[src/rtl/regfile_access_ctrl.sv]
// ---------------------------------------------------------------------------
// regfile_access_ctrl
//
// Initiator-side controller for the CPU register file. The controller accepts
// single read or write commands on a valid/ready stream and drives the
// register-file ports. Read data comes back on a valid/ready response stream.
// A dump mode walks registers 0..DUMP_LAST and streams each one out as a
// response beat. The last beat of a dump carries rsp_last.
//
// Ports
//   clk                in   clock, all state changes on the rising edge
//   Reset              in   synchronous, active-high reset
//   cmd_valid          in   command present
//   cmd_ready          out  command accepted when cmd_valid && cmd_ready
//   cmd_write          in   1 = write, 0 = read
//   cmd_addr           in   target register index
//   cmd_wdata          in   write data
//   dump_start         in   single-cycle dump request, sampled only in IDLE
//   rf_En              out  register-file write enable (one cycle per write)
//   rf_readwrite_addr  out  register-file write address
//   rf_write_data      out  register-file write data
//   rf_read_addr       out  register-file read address (combinational port)
//   rf_read_data       in   register-file read data, combinational from addr
//   rsp_valid          out  response beat valid
//   rsp_ready          in   consumer accepts the beat
//   rsp_addr           out  register index of the beat
//   rsp_data           out  register contents
//   rsp_last           out  final beat of a dump; always 1 for a single read
//   busy               out  controller is not idle
// ---------------------------------------------------------------------------
module regfile_access_ctrl #(
    parameter int ADDR_W    = 4,
    parameter int DATA_W    = 16,
    parameter int DUMP_LAST = 15
) (
    input  logic              clk,
    input  logic              Reset,

    input  logic              cmd_valid,
    output logic              cmd_ready,
    input  logic              cmd_write,
    input  logic [ADDR_W-1:0] cmd_addr,
    input  logic [DATA_W-1:0] cmd_wdata,

    input  logic              dump_start,

    output logic              rf_En,
    output logic [ADDR_W-1:0] rf_readwrite_addr,
    output logic [DATA_W-1:0] rf_write_data,
    output logic [ADDR_W-1:0] rf_read_addr,
    input  logic [DATA_W-1:0] rf_read_data,

    output logic              rsp_valid,
    input  logic              rsp_ready,
    output logic [ADDR_W-1:0] rsp_addr,
    output logic [DATA_W-1:0] rsp_data,
    output logic              rsp_last,

    output logic              busy
);

    typedef enum logic [2:0] {
        S_IDLE,
        S_WRITE,
        S_READ,
        S_DUMP,
        S_DRAIN
    } state_t;

    localparam logic [ADDR_W-1:0] LAST_IDX = ADDR_W'(DUMP_LAST);

    state_t              state_q;
    state_t              state_d;

    // The address register feeds the read port directly. The read port is
    // combinational, so the data for the addressed register is available in
    // the same cycle.
    logic [ADDR_W-1:0]   addr_q;
    logic [ADDR_W-1:0]   addr_d;

    logic                wr_en_d;
    logic [ADDR_W-1:0]   wr_addr_d;
    logic [DATA_W-1:0]   wr_data_d;

    logic                rsp_valid_d;
    logic [ADDR_W-1:0]   rsp_addr_d;
    logic [DATA_W-1:0]   rsp_data_d;
    logic                rsp_last_d;

    // The output beat register can take a new beat when it is empty or when
    // its current beat is handed off on this edge.
    logic                slot_free;

    assign slot_free    = !rsp_valid || rsp_ready;
    // A dump request wins over a command that arrives in the same cycle.
    // The command is therefore refused while dump_start is high.
    assign cmd_ready    = (state_q == S_IDLE) && !dump_start;
    assign busy         = (state_q != S_IDLE);
    assign rf_read_addr = addr_q;

    // -----------------------------------------------------------------------
    // Next-state and next-output logic
    // -----------------------------------------------------------------------
    always_comb begin
        state_d     = state_q;
        addr_d      = addr_q;
        wr_en_d     = 1'b0;
        wr_addr_d   = rf_readwrite_addr;
        wr_data_d   = rf_write_data;
        rsp_valid_d = rsp_valid;
        rsp_addr_d  = rsp_addr;
        rsp_data_d  = rsp_data;
        rsp_last_d  = rsp_last;

        case (state_q)
            S_IDLE: begin
                if (dump_start) begin
                    addr_d  = '0;
                    state_d = S_DUMP;
                end else if (cmd_valid && cmd_ready) begin
                    if (cmd_write) begin
                        wr_addr_d = cmd_addr;
                        wr_data_d = cmd_wdata;
                        wr_en_d   = 1'b1;
                        state_d   = S_WRITE;
                    end else begin
                        addr_d  = cmd_addr;
                        state_d = S_READ;
                    end
                end
            end

            // The register file captures the write at the end of this
            // cycle. wr_en_d defaults low, so the enable drops on this edge.
            S_WRITE: begin
                state_d = S_IDLE;
            end

            S_READ: begin
                rsp_data_d  = rf_read_data;
                rsp_addr_d  = addr_q;
                rsp_last_d  = 1'b1;
                rsp_valid_d = 1'b1;
                state_d     = S_DRAIN;
            end

            S_DUMP: begin
                if (slot_free) begin
                    rsp_data_d  = rf_read_data;
                    rsp_addr_d  = addr_q;
                    rsp_last_d  = (addr_q == LAST_IDX);
                    rsp_valid_d = 1'b1;
                    if (addr_q == LAST_IDX) begin
                        state_d = S_DRAIN;
                    end else begin
                        addr_d = addr_q + ADDR_W'(1);
                    end
                end
            end

            // Wait for the final beat (single read or last dump beat) to be
            // taken before the controller accepts new work.
            S_DRAIN: begin
                if (rsp_valid && rsp_ready) begin
                    rsp_valid_d = 1'b0;
                    rsp_last_d  = 1'b0;
                    state_d     = S_IDLE;
                end
            end

            default: begin
                state_d = S_IDLE;
            end
        endcase
    end

    // -----------------------------------------------------------------------
    // State and output registers
    // -----------------------------------------------------------------------
    always_ff @(posedge clk) begin
        if (Reset) begin
            state_q           <= S_IDLE;
            addr_q            <= '0;
            rf_En             <= 1'b0;
            rf_readwrite_addr <= '0;
            rf_write_data     <= '0;
            rsp_valid         <= 1'b0;
            rsp_addr          <= '0;
            rsp_data          <= '0;
            rsp_last          <= 1'b0;
        end else begin
            state_q           <= state_d;
            addr_q            <= addr_d;
            rf_En             <= wr_en_d;
            rf_readwrite_addr <= wr_addr_d;
            rf_write_data     <= wr_data_d;
            rsp_valid         <= rsp_valid_d;
            rsp_addr          <= rsp_addr_d;
            rsp_data          <= rsp_data_d;
            rsp_last          <= rsp_last_d;
        end
    end

endmodule

[config.mk]
export PLATFORM = sky130hd
export DESIGN_NAME = regfile_access_ctrl
export DESIGN_NICKNAME = d
export VERILOG_FILES = /design/src/rtl/regfile_access_ctrl.sv
export SDC_FILE = /design/constraint.sdc
export NUM_CORES = 1
export LEC_CHECK = 0
export BUFFER_PORTS_ARGS = -buffer_cell sky130_fd_sc_hd__buf_2
export CORE_MARGIN = 4
export CORE_UTILIZATION = 46
export CTS_CLUSTER_SIZE = 16
export DETAILED_ROUTE_END_ITERATION = 8
export PLACE_DENSITY = 0.85
export SLEW_MARGIN = 10
export SYNTH_ARGS = -nofsm -noshare
export SYNTH_HDL_FRONTEND = slang
export SYNTH_SLANG_ARGS = --single-unit
[constraint.sdc]
create_clock -name clk -period 1.9 [get_ports clk]
set_input_delay 0.095 -clock clk [delete_from_list [all_inputs] [get_ports clk]]
set_output_delay 0.095 -clock clk [all_outputs]
set_load 0.005 [all_outputs]
Yosys cells after proc, flatten, opt, wreduce, memory -nomap -nowiden
Index checks and enable logic that the tools add are counted.
Widths: inputs -> output; s select.

cells by class
  $add $sub $neg = 1
  eq/ne operators = 10
  muxes and demuxes = 23
  bitwise operators = 3
  reduce and logical (&&, ||, !) cells = 17

operator list
  kind                 number
  $pmux 16 s2          1
  $mux 4               6
  $mux 16              1
  $pmux 4 s2           2
  $mux 3               5
  $pmux 3 s4           1
  $ne 2x2->1 const B   4
  $reduce_and 4->1     2
  $eq 3x2->1 const B   2
  $pmux 1 s3           2
  $reduce_bool 3->1    2
  $reduce_and 5->1     1
  $add 4x1->4 const B  1
  $eq 4x4->1 const B   1
  $mux 1               4
  $reduce_bool 2->1    2
  $reduce_or 4->1      1
  $eq 3x3->1 const B   1
  $logic_and 1x1->1    3
  $logic_not 3->1      1
  $ne 3x2->1 const B   1
  $ne 3x3->1 const B   1
  $not 1->1            3
  $reduce_and 3->1     1
  4 further kinds      5

word-level totals
  register bits after elaboration = 50
  input bits = 42
  output and inout bits = 49
  logic and storage cells = 63

Logic depth before layout (Yosys ltp)
  depth after elaboration = 6
  depth in mapped cells = 8
  gate-level depth less buffers = 5

Worst setup path before layout
No wires, ideal clock.

  path type = register to register
  start point = register state_q[2]
  end point = register rf_write_data[1]
  library setup time = 0.128 ns
  arrival time = 1.604 ns
  required time = 1.772 ns
  path slack = 0.168 ns
  cell stages (with the launch flop) = 9
  path buffers = 3
  period minus slack after synthesis = 1.732 ns
  path through = dfxtp_1 buf_6 or4_4 inv_2 and3_1 buf_6 buf_12 mux2i_1 nor2_1

between the ends
  word-level cells in the longest chain between the ends = 4

ends and longest elaborated chain
  element                     line  source
  from (decl)                 72    state_t state_q;
  from (signal assigned)      192   state_q <= state_d;
  $logic_not 3->1             97    assign cmd_ready = (state_q == S_IDLE) && !dump_start;
  $logic_and 1x1->1           97
  named net cmd_ready         40    output logic cmd_ready,
  $logic_and 1x1->1           120   end else if (cmd_valid && cmd_ready) begin
  $reduce_and 4->1 (no line)  n/a
  to (signal assigned)        196   rf_write_data <= wr_data_d;
  to (decl)                   49    output logic [DATA_W-1:0] rf_write_data,

The timed path passes the listed nets, and every way through them passes these cells.
A chain may end at the register's enable or synchronous reset.

Final worst setup path
  start point = register state_q[1]
  end point = register rf_write_data[5]

between the ends
  word-level cells in the longest chain between the ends = 4

ends and longest elaborated chain
  element                         line
  $logic_not 3->1 (*)             97, 115
  $logic_and 1x1->1               97
  $logic_and 1x1->1               120
  $reduce_and 4->1 (no line) (*)  n/a

Every way passes the cells marked *; elsewhere a longest branch is shown, timed or not.

==> qor.yml <==
status:
  status: "finished clean"
timing:
  hold_violations: 0
  slew_viol_final: 0
  finalCritPeriodShare_pct: 94.52
  slew_headroom_pct: 64.24
  finClkSkew_ps: 3.402
  period_minus_slack_ps: 1796
  rsz0062_at_grt: "false"
  setup_viol: 0
  tightest_slew_ps: 535.2
  finalSetupTns_ps: 0
  fmax_mhz: 556.8
  worst_slack_ps: 104.0
clock_network:
  h-tree-depth: 2
  clock-root-buffer: "clkbuf_8"
  cts_setup_buffers: 0
  cts_resized: 0
  cts_max_path_buffers: 2
  insertion_delay_ps: 290
  cts_sinks: 50
  ctsHoldBuffers: 0
  cts_made_buffers: 5
  path_clk_slew_ps: 90
  cts_tree: "yes"
layout:
  multi_input_area_um2: 944.7
  fin_area_um2: 2661
  antennaDiodeCount: 0
  postLayoutCoreUtil_pct: 61.12
  fillers: 401
  final_nets: 365
  syn2layout_area_growth_pct: 28.91
  ff_latch_area_um2: 1001
  drive_gt1_share_pct: 34.67
yosys:
  netlist_area_um2: 2064
  avgSynthCellArea_um2: 8.899
  synth_seq_cells: 50
  synth_edf_count: 0
  synth_most_common_cell: "dfxtp_1"
  syn-num-nets: 275
  synth_top_cells_by_area: "dfxtp_1, mux2i_1, nand2_1, a21oi_1, nor2_1"
  synthTopCellsByCount: "dfxtp_1, nand2_1, a21oi_1, nor2_1, mux2i_1"
  ys_types: 42
  synth_cells: 232
  async_flop_share_pct: 0
  yosysTopAreaCell: "dfxtp_1"
  yosysTopAreaCellShare_pct: 48.48
  ys_warn_count: 0
  synth-main-ff-cell: "dfxtp_1"
  seq_area_frac_synth_pct: 48.48
grt:
  grt_pass1_wl_um: 7659
  grt_pass1_vias: 1792
  antenna_found_initial: 0
  grt_start_max_net_pins: 26
  track_usage_pct: 17.35
  grt_overflow: 0
floorplan:
  io_pins: 91
  fp.dieW_um: 74.99
  die_area_um2: 5624
  fp.dieH_um: 74.99
  rows: 24
  start_util_pct: 47.41
  core_um2: 4354
drt:
  ant_nets: 0
  drt_wl_total_um: 4903
  drtPass1Iterations: 4
  viasPerCell: 5.107
  drc: 0
  route.vias.total: 1915
  routedWlPerCell_um: 13.07
  drt_iter0_drc: 114
critical_path:
  crit_type: "reg -> reg"
  cp-end-kind: "register"
  r2r-start: "state_q[1]$_SDFFE_PP0P_"
  rrSetupSlack_ps: 100
  r2r-end: "rf_write_data[5]$_SDFFE_PP0P_"
  cp_max_fo: 21
  reg2reg_depth: 6
  cp.arrival_ps: 1980
  setup.worst_path.start_class: "register"
  cp.required_ps: 2080
power_and_ir_drop:
  power.density_nw_per_um2: 1273
  vdd_drop_max_mv: 0.7604
  leakage_nw: 1.214
  total_power_mw: 3.389
worst_hold_path:
  hold_class: "in -> reg"
  holdPathStages: 3
  hold_start: "rf_read_data[13]"
  min_to: "rsp_data[13]$_SDFFE_PP0P_"
placed_design:
  placed_area_um2: 2545
  dp_hpwl_um: 3622
  gp_congestion: 0.8134
  portBuffers: 90
  post-place-ws_ps: 131.5
run:
  drv_cap: 0
## worst max-delay path, stage by stage (launching register included)
cell and delay [ps]:
dfxtp_1 370, or4_4 550, inv_2 100, and3_1 200, buf_12 190, mux2i_1 210, nor2_1 50
## per-layer routing
layer,wire [um],vias up,GRT usage (%)
li1,-,990,-
met1,2077,862,21.89
met2,2435,59,28.82
met3,348,4,3.071
met4,41,0,7.905
met5,0,-,0
## per-stage QoR
step / instances / hold slack [ps]
global placement: 367 / 326.3
CTS: 375 / 18.53
finish: 375 / 26.77
detailed placement: 367 / 336.0
floorplan: 232 / 210.7
global route: 375 / 13.38
## sequential cells by signal, summed over array words and instances, names as in the netlist
| register | cells |
|---|---|
| rf_En | 1 |
| rf_read_addr | 4 |
| rf_readwrite_addr | 4 |
| rf_write_data | 16 |
| rsp_addr | 4 |
| rsp_data | 16 |
| rsp_last | 1 |
| rsp_valid | 1 |
| state_q | 3 |
## area by class of cell
type / count / area share (%)
tap: 52 / 2.445
multi-input combinational: 161 / 35.50
timing repair buffer: 97 / 19.37
inverter: 7 / 0.9873
sequential: 50 / 37.61
clock inverter: 3 / 1.504
clock buffer: 5 / 2.586
## report_power, final
group          leakage [nW]  internal, mW  switching [mW]
Combinational         0.749         0.576           0.710
Sequential            0.407          1.25           0.131
Clock                0.0579         0.388           0.336
Total                  1.21          2.21            1.18
## worst max path at each step
stage                                  startpoint                                 to  slack (ps)  cells past startpoint
after global placement    state_q[1]$_SDFFE_PP0P_      rf_write_data[6]$_SDFFE_PP0P_         180                      6
after CTS                 state_q[1]$_SDFFE_PP0P_      rf_write_data[5]$_SDFFE_PP0P_         120                      6
after global routing      state_q[1]$_SDFFE_PP0P_  rf_readwrite_addr[2]$_SDFFE_PP0P_          10                      6
after floorplan           state_q[2]$_SDFFE_PP0P_      rf_write_data[1]$_SDFFE_PP0P_         170                      8
after detailed placement  state_q[1]$_SDFFE_PP0P_      rf_write_data[5]$_SDFFE_PP0P_         130                      6
final                     state_q[1]$_SDFFE_PP0P_      rf_write_data[5]$_SDFFE_PP0P_         100                      6
## cells in the final DEF (no fill, tap or decap), types with 2 or more instances in the layout
| master | Yosys | final |
|---|---|---|
| buf_2 | 3 | 90 |
| dfxtp_1 | 50 | 50 |
| nand2_1 | 42 | 42 |
| a21oi_1 | 27 | 26 |
| nor2_1 | 24 | 24 |
| mux2i_1 | 20 | 20 |
| inv_1 | 6 | 6 |
| buf_4 | 0 | 6 |
| nand3_1 | 5 | 5 |
| clkbuf_8 | 0 | 5 |
| o21ai_0 | 4 | 4 |
| nor2b_1 | 3 | 3 |
| nand2b_1 | 3 | 3 |
| and3_1 | 3 | 3 |
| o22ai_1 | 2 | 2 |
| a32oi_1 | 2 | 2 |
| a22oi_1 | 2 | 2 |
| a2111oi_0 | 2 | 2 |
| clkinv_2 | 0 | 2 |
## logic make-up (layout without fill, tap and decap cells)
family | Yosys count | after routing | synth area share [%]
flops | 50 | 50 | 48.48
buf+inv | 21 | 112 | 6.303
mux | 20 | 20 | 9.697
compound gates | 50 | 50 | 15.27
fa+ha+maj | 1 | 1 | 0.6060
simple gates | 90 | 90 | 19.64
Power figures use the tool's default switching activity.
